File: config.mk
export PLATFORM = sky130hd
export DESIGN_NAME = player_input
export DESIGN_NICKNAME = d
export VERILOG_FILES = /design/src/rtl/player_input_pkg.sv /design/src/rtl/player_input_debounce.sv /design/src/rtl/player_input.sv
export SDC_FILE = /design/constraint.sdc
export NUM_CORES = 1
export LEC_CHECK = 0
export ABC_AREA = 1
export BUFFER_PORTS_ARGS = -buffer_cell sky130_fd_sc_hd__buf_2
export CAP_MARGIN = 10
export CORE_MARGIN = 4
export CORE_UTILIZATION = 40
export DETAILED_ROUTE_END_ITERATION = 12
export GPL_TIMING_DRIVEN = 0
export PLACE_DENSITY_LB_ADDON = 0.1
export SETUP_SLACK_MARGIN = 0.05
export SYNTH_ARGS = -nofsm -noshare
export SYNTH_HDL_FRONTEND = slang
export SYNTH_SLANG_ARGS = --single-unit
File: constraint.sdc
create_clock -name clk -period 5.7 [get_ports clk]
set_clock_uncertainty 0.15 [all_clocks]
set_input_delay 0.57 -clock clk [delete_from_list [all_inputs] [get_ports clk]]
set_output_delay 0.57 -clock clk [all_outputs]
set_load 0.01 [all_outputs]
File: src/rtl/player_input_pkg.sv
// Shared definitions for the player button front-end: button count, FSM encoding and lamp
// constants used by player_input and its debounce sub-module.
package player_input_pkg;

    localparam int unsigned NUM_BUTTONS = 4;

    localparam logic [NUM_BUTTONS-1:0] LAMPS_ALL_ON  = '1;
    localparam logic [NUM_BUTTONS-1:0] LAMPS_ALL_OFF = '0;

    typedef enum logic [1:0] {
        StIdle,
        StHeld,
        StReleaseWait
    } state_e;

    function automatic logic [NUM_BUTTONS-1:0] oneHot(input logic [1:0] idx);
        return NUM_BUTTONS'(1) << idx;
    endfunction

endpackage

File: src/rtl/player_input_debounce.sv
// One button channel: 2-flop synchronizer followed by a saturating consecutive-mismatch
// counter that flips the stable level once the new value has persisted long enough.
module player_input_debounce #(
    parameter int unsigned DEBOUNCE_TICKS = 3
) (
    input  logic clk,
    input  logic reset,
    input  logic button,
    output logic level
);

    localparam int unsigned CntW = $clog2(DEBOUNCE_TICKS + 1);
    localparam logic [CntW-1:0] CntMax = CntW'(DEBOUNCE_TICKS);

    logic [1:0]      syncQ;
    logic            levelQ;
    logic [CntW-1:0] cntQ;

    always_ff @(posedge clk) begin
        if (reset) begin
            syncQ  <= '0;
            levelQ <= 1'b0;
            cntQ   <= '0;
        end else begin
            syncQ <= {syncQ[0], button};
            // Counter stops at CntMax: reaching it commits the new level and restarts.
            if (syncQ[1] != levelQ) begin
                if (cntQ == CntMax) begin
                    levelQ <= syncQ[1];
                    cntQ   <= '0;
                end else begin
                    cntQ <= cntQ + CntW'(1);
                end
            end else begin
                cntQ <= '0;
            end
        end
    end

    assign level = levelQ;

endmodule

File: src/rtl/player_input.sv
// Player button front-end: debounces four colour buttons, accepts single clean presses while
// the player owns the turn, and drives the colour lamps from game, sequencer or player state.
module player_input
    import player_input_pkg::*;
#(
    parameter int unsigned DEBOUNCE_TICKS = 3
) (
    input  logic                   clk,
    input  logic                   reset,
    input  logic [NUM_BUTTONS-1:0] buttons,
    input  logic                   simonTurn,
    input  logic [1:0]             simonNum,
    input  logic                   simonPressed,
    input  logic                   gameOver,
    output logic [1:0]             playerNum,
    output logic                   playerPressed,
    output logic [NUM_BUTTONS-1:0] lamps
);

    logic [NUM_BUTTONS-1:0] stable;

    for (genvar i = 0; i < NUM_BUTTONS; i++) begin : gen_debounce
        player_input_debounce #(
            .DEBOUNCE_TICKS(DEBOUNCE_TICKS)
        ) u_debounce (
            .clk   (clk),
            .reset (reset),
            .button(buttons[i]),
            .level (stable[i])
        );
    end

    state_e                 stateQ, stateD;
    logic [1:0]             playerNumQ, playerNumD;
    logic                   pressQ, pressD;
    logic [NUM_BUTTONS-1:0] lampsQ, lampsD;

    logic       anyHigh;
    logic       blocked;
    logic [1:0] stableIdx;

    assign anyHigh = |stable;
    assign blocked = simonTurn | gameOver;

    always_comb begin
        stableIdx = '0;
        for (int i = 0; i < NUM_BUTTONS; i++) begin
            if (stable[i]) begin
                stableIdx = 2'(i);
            end
        end
    end

    always_comb begin
        stateD     = stateQ;
        playerNumD = playerNumQ;
        pressD     = 1'b0;
        unique case (stateQ)
            StIdle: begin
                if (anyHigh) begin
                    if (!blocked && $onehot(stable)) begin
                        playerNumD = stableIdx;
                        pressD     = 1'b1;
                        stateD     = StHeld;
                    end else begin
                        stateD = StReleaseWait;
                    end
                end
            end
            StHeld: begin
                // Extra buttons while held are simply ignored until everything is released.
                if (blocked) begin
                    stateD = StReleaseWait;
                end else if (!anyHigh) begin
                    stateD = StIdle;
                end
            end
            StReleaseWait: begin
                if (!anyHigh) begin
                    stateD = StIdle;
                end
            end
            default: stateD = StIdle;
        endcase
    end

    always_comb begin
        lampsD = LAMPS_ALL_OFF;
        if (gameOver) begin
            lampsD = LAMPS_ALL_ON;
        end else if (simonTurn && simonPressed) begin
            lampsD = oneHot(simonNum);
        end else if (stateQ == StHeld) begin
            lampsD = oneHot(playerNumQ);
        end
    end

    always_ff @(posedge clk) begin
        if (reset) begin
            stateQ     <= StIdle;
            playerNumQ <= '0;
            pressQ     <= 1'b0;
            lampsQ     <= LAMPS_ALL_OFF;
        end else begin
            stateQ     <= stateD;
            playerNumQ <= playerNumD;
            pressQ     <= pressD;
            lampsQ     <= lampsD;
        end
    end

    assign playerNum     = playerNumQ;
    assign playerPressed = pressQ;
    assign lamps         = lampsQ;

endmodule

==> impl_summary.log <==
INFO  metric outcome = complete, no violations
INFO  metric cp.required = 5780 ps
INFO  metric fin_nets = 188
INFO  metric total_congestion_overflow_after_global_routing = 0
INFO  metric finalPower = 0.403 mW
INFO  metric mappedNetlistNets = 164
INFO  metric max-cap-violations = 0
INFO  metric sequentialPowerShare = 52.0%
INFO  metric initial_core_util = 42.9%
INFO  metric drt.antenna.violating_nets = 0
INFO  metric antenna_violations_before_repair = 0
INFO  metric switching_share = 20.4%
INFO  metric yosysTopAreaCell = sky130_fd_sc_hd__dfxtp_1
INFO  metric io_buffers = 17
INFO  metric async_reset_ff_share = 0%
INFO  metric internal-power = 0.321 mW
INFO  metric critPathKind = reg -> reg
INFO  metric synth_sequential_area_ratio = 47.4%
INFO  metric synth.top_cells.by_area = sky130_fd_sc_hd__dfxtp_1 47%, sky130_fd_sc_hd__inv_1 9.2%, sky130_fd_sc_hd__ha_1 7.2%
INFO  metric grt_first_pass_wirelength = 3550 microns
INFO  metric tritoncts = built
INFO  metric reg2regPathDepth = 11
INFO  metric route.detailed.vias_per_inst = 4.92
INFO  metric pwr_density_cell = 281 mW/mm^2
INFO  metric synth-main-ff-cell = sky130_fd_sc_hd__dfxtp_1
INFO  metric timing.final.hold_violations = 0
INFO  metric reg2reg_setup_slack = 3400 ps
INFO  metric cts.reportedPaths.clkPinSlew = 90 ps
INFO  metric timing.slew.headroom = 83.4%
INFO  metric static-leakage-power = 0.669 nW
INFO  metric die_width = 63.3 microns
INFO  metric r2r-start = gen_debounce[1].u_debounce.level
INFO  metric cell_chain_critical_path = inv_1 -> fa_1 -> inv_1 -> ha_1 -> ha_1 -> inv_1 -> nand3b_1 -> nor2_4 -> nand4_1 -> nand2_1 -> nor2_1
INFO  metric r2r-end = playerNum[0]
INFO  metric ys.warnings.count = 0
INFO  metric cts_made_buffers = 5
INFO  metric antenna_cells_inserted = 0
INFO  metric cp-start-kind = register
INFO  metric irDropWorstVdd = 149 uV
INFO  metric clock_power_share = 42.9%
INFO  metric power.switching = 0.0822 mW
INFO  metric initialDrtViolationCount = 68
INFO  metric core.rowCount = 19
INFO  metric finalCritPeriodShare = 40.3%
INFO  metric number_of_enable_type_register_cells_in_the_synthesized_netlist = 0
INFO  metric drc_errors = 0
INFO  metric clock_sink_count = 29
INFO  metric core_area = 0.00285 sq mm
INFO  metric timing.final.max_slew_violations = 0
INFO  metric combinationalPowerShare = 5.1%
INFO  metric dr_total_vias = 988
INFO  metric whs = 258 ps
INFO  metric number_of_optimization_iterations_in_the_first_detailed_route_pass = 4
INFO  metric slowest_delay = 510 ps
INFO  metric timing_worst_slew_pin_value = 249 ps
INFO  metric hold_path.class = reg -> reg
INFO  metric worstHoldEndpoint = gen_debounce[1].u_debounce.syncQ[1]
INFO  metric detailed_place_hpwl = 1570 microns
INFO  metric crit_fanout = 4
INFO  metric post_cts.resized_instances = 0
INFO  metric die-area = 0.00401 sq mm
INFO  metric layout-drive-gt1-share = 21.8%
INFO  metric synthesis.area_per_instance = 8.45 sq um
INFO  metric fin_crit = 2300 ps
INFO  metric grt_usage = 11.5%
INFO  metric end_kind = register
INFO  metric root_buffer = sky130_fd_sc_hd__clkbuf_4
INFO  metric fmaxAchievable = 0.436 GHz
INFO  metric setup_repair_after_global_routing_missed_its_margin = false
INFO  metric die_height = 63.3 microns
INFO  metric ys_ff_latch = 29
INFO  metric n_fill_cell = 295
INFO  metric area_growth_syn_to_layout = 17.1%
INFO  metric wl_per_cell = 10.2 microns
INFO  metric synth.top_cell.area_share = 47.4%
INFO  metric gp_congestion = 0.773
INFO  metric boundaryPins = 18
INFO  metric clock_tree.htree_level_count = 2
INFO  metric setup_tns = 0 ps
INFO  metric yosys_cell_types = 22
INFO  metric postRouteWirelength = 2050 microns
INFO  metric critical_path_arrival = 2370 ps
INFO  metric maximum_number_of_pins_on_one_net_before_global_route_repair = 11
INFO  metric critical_path.most_common_cell = sky130_fd_sc_hd__inv_1
INFO  metric post-cts-setup-buffers = 0
INFO  metric multiInputGateArea = 514 sq um
INFO  metric netlist_area = 0.00122 sq mm
INFO  metric critical-path-slowest-cell = sky130_fd_sc_hd__fa_1
INFO  metric endpoints_failing_setup = 0
INFO  metric final-seq-area = 581 sq um
INFO  metric netlist_instances = 145
INFO  metric cts_max_path_buffers = 2
INFO  metric worst_skew_pair.late_latency = 320 ps
INFO  metric post_cts_hold_buffer_count = 0
INFO  metric via_count_of_the_first_global_routing_pass = 911
INFO  metric post_synth_most_frequent_cells = 30 x sky130_fd_sc_hd__inv_1, 29 x sky130_fd_sc_hd__dfxtp_1, 19 x sky130_fd_sc_hd__nor2_1, 15 x sky130_fd_sc_hd__a21oi_1, 8 x sky130_fd_sc_hd__nand2_1
INFO  metric worstHoldPathCells = 2
INFO  metric hold_path_startpoint = gen_debounce[1].u_debounce.syncQ[0]
INFO  metric count_leader_synth = sky130_fd_sc_hd__inv_1
layer usage:
metal  part of all wire (%)  vias up  global-route usage [%]
met5                      0        -                       0
met1                     45      447                    12.5
met3                    5.1        4                    4.62
met2                     48       21                    19.0
li1                       -      516                       -
met4                    2.0        0                    6.47
worst max-delay path, delay by kind of cell, from the launching register on:
| kind | cells | cell delay (ps) |
|---|---|---|
| buffers and inverters | 3 | 210 |
| AND/OR/NAND/NOR | 5 | 500 |
| adder cells (fa/ha/maj) | 3 | 950 |
| flip-flops | 1 | 390 |
cell families (layout without fill, tap and decap cells):
logic type | count (synthesis) | after routing | synth area share [%]
buffers and inverters | 34 | 59 | 10.6
and+or+nand+nor | 44 | 44 | 19.3
DFF | 29 | 29 | 47.4
adders and majority gates | 8 | 8 | 8.78
AOI/OAI and AO/OA | 30 | 30 | 13.9
stage by stage:
stage          std cells  util (%)  worst slack [ps]  area [sq um]
2_1_floorplan        145         -              3580          1220
3_3_place_gp         193      47.3              3450          1350
3_5_place_dp         193      47.3              3420          1350
4_1_cts              201      50.3              3400          1430
5_1_grt              201      50.3              3240          1430
6_report             201      50.3              3400          1430
layout by cell type, fill, tap and decap left out:
master / netlist / routed
sky130_fd_sc_hd__nor2_1: 19 / 19
sky130_fd_sc_hd__nand2_1: 8 / 8
sky130_fd_sc_hd__nor2_2: 1 / 1
sky130_fd_sc_hd__nor2_4: 4 / 4
sky130_fd_sc_hd__clkbuf_1: 0 / 1
sky130_fd_sc_hd__o21ai_1: 1 / 1
sky130_fd_sc_hd__bufinv_16: 0 / 1
sky130_fd_sc_hd__buf_2: 2 / 19
sky130_fd_sc_hd__nand3_1: 3 / 3
sky130_fd_sc_hd__inv_2: 2 / 2
sky130_fd_sc_hd__a31oi_1: 5 / 5
sky130_fd_sc_hd__inv_1: 30 / 30
sky130_fd_sc_hd__o211ai_1: 4 / 4
sky130_fd_sc_hd__clkbuf_4: 0 / 5
sky130_fd_sc_hd__clkbuf_8: 0 / 1
sky130_fd_sc_hd__nand3b_2: 1 / 1
sky130_fd_sc_hd__ha_1: 7 / 7
sky130_fd_sc_hd__nand4_2: 1 / 1
sky130_fd_sc_hd__nand2_2: 1 / 1
sky130_fd_sc_hd__nand4_1: 5 / 5
sky130_fd_sc_hd__fa_1: 1 / 1
sky130_fd_sc_hd__nand3b_1: 1 / 1
sky130_fd_sc_hd__a21oi_1: 15 / 15
sky130_fd_sc_hd__a21oi_2: 1 / 1
sky130_fd_sc_hd__o21ai_0: 4 / 4
sky130_fd_sc_hd__dfxtp_1: 29 / 29
registers in the layout, summed over array words and instances, names as in the netlist:
| signal | cells |
|---|---|
| gen_debounce.u_debounce.syncQ | 8 |
| playerPressed | 1 |
| stateQ | 2 |
| lamps | 4 |
| playerNum | 2 |
| gen_debounce.u_debounce.level | 4 |
| gen_debounce.u_debounce.cntQ | 8 |
worst max path at each step:
stage / cells past startpoint / endpoint / start
after floorplan: 11 / playerNum[0] / gen_debounce[0].u_debounce.level
after global placement: 11 / playerNum[0] / gen_debounce[1].u_debounce.level
after detailed placement: 11 / playerNum[0] / gen_debounce[1].u_debounce.level
after CTS: 11 / playerNum[0] / gen_debounce[1].u_debounce.level
after global routing: 11 / playerNum[0] / gen_debounce[1].u_debounce.level
final: 11 / playerNum[0] / gen_debounce[1].u_debounce.level
layout make-up:
cell class | instances | share of cell area (%)
Sequential cell | 29 | 40.5
Multi-Input combinational cell | 82 | 35.9
Inverter | 32 | 8.38
Timing Repair Buffer | 17 | 5.93
Clock buffer | 7 | 3.84
Tap cell | 31 | 2.71
Clock inverter | 1 | 2.09
Buffer | 2 | 0.698
power groups by stage:
| stage | clock network [mW] | registers [mW] | logic (mW) |
|---|---|---|---|
| 2_1_floorplan | 0 | 0.215 | 0.0111 |
| 3_3_place_gp | 0 | 0.214 | 0.0202 |
| 3_5_place_dp | 0 | 0.214 | 0.0210 |
| 4_1_cts | 0.180 | 0.210 | 0.0211 |
| 5_1_grt | 0.192 | 0.210 | 0.0239 |
| 6_report | 0.173 | 0.209 | 0.0205 |
No activity file was read; power rests on OpenSTA's default activity.
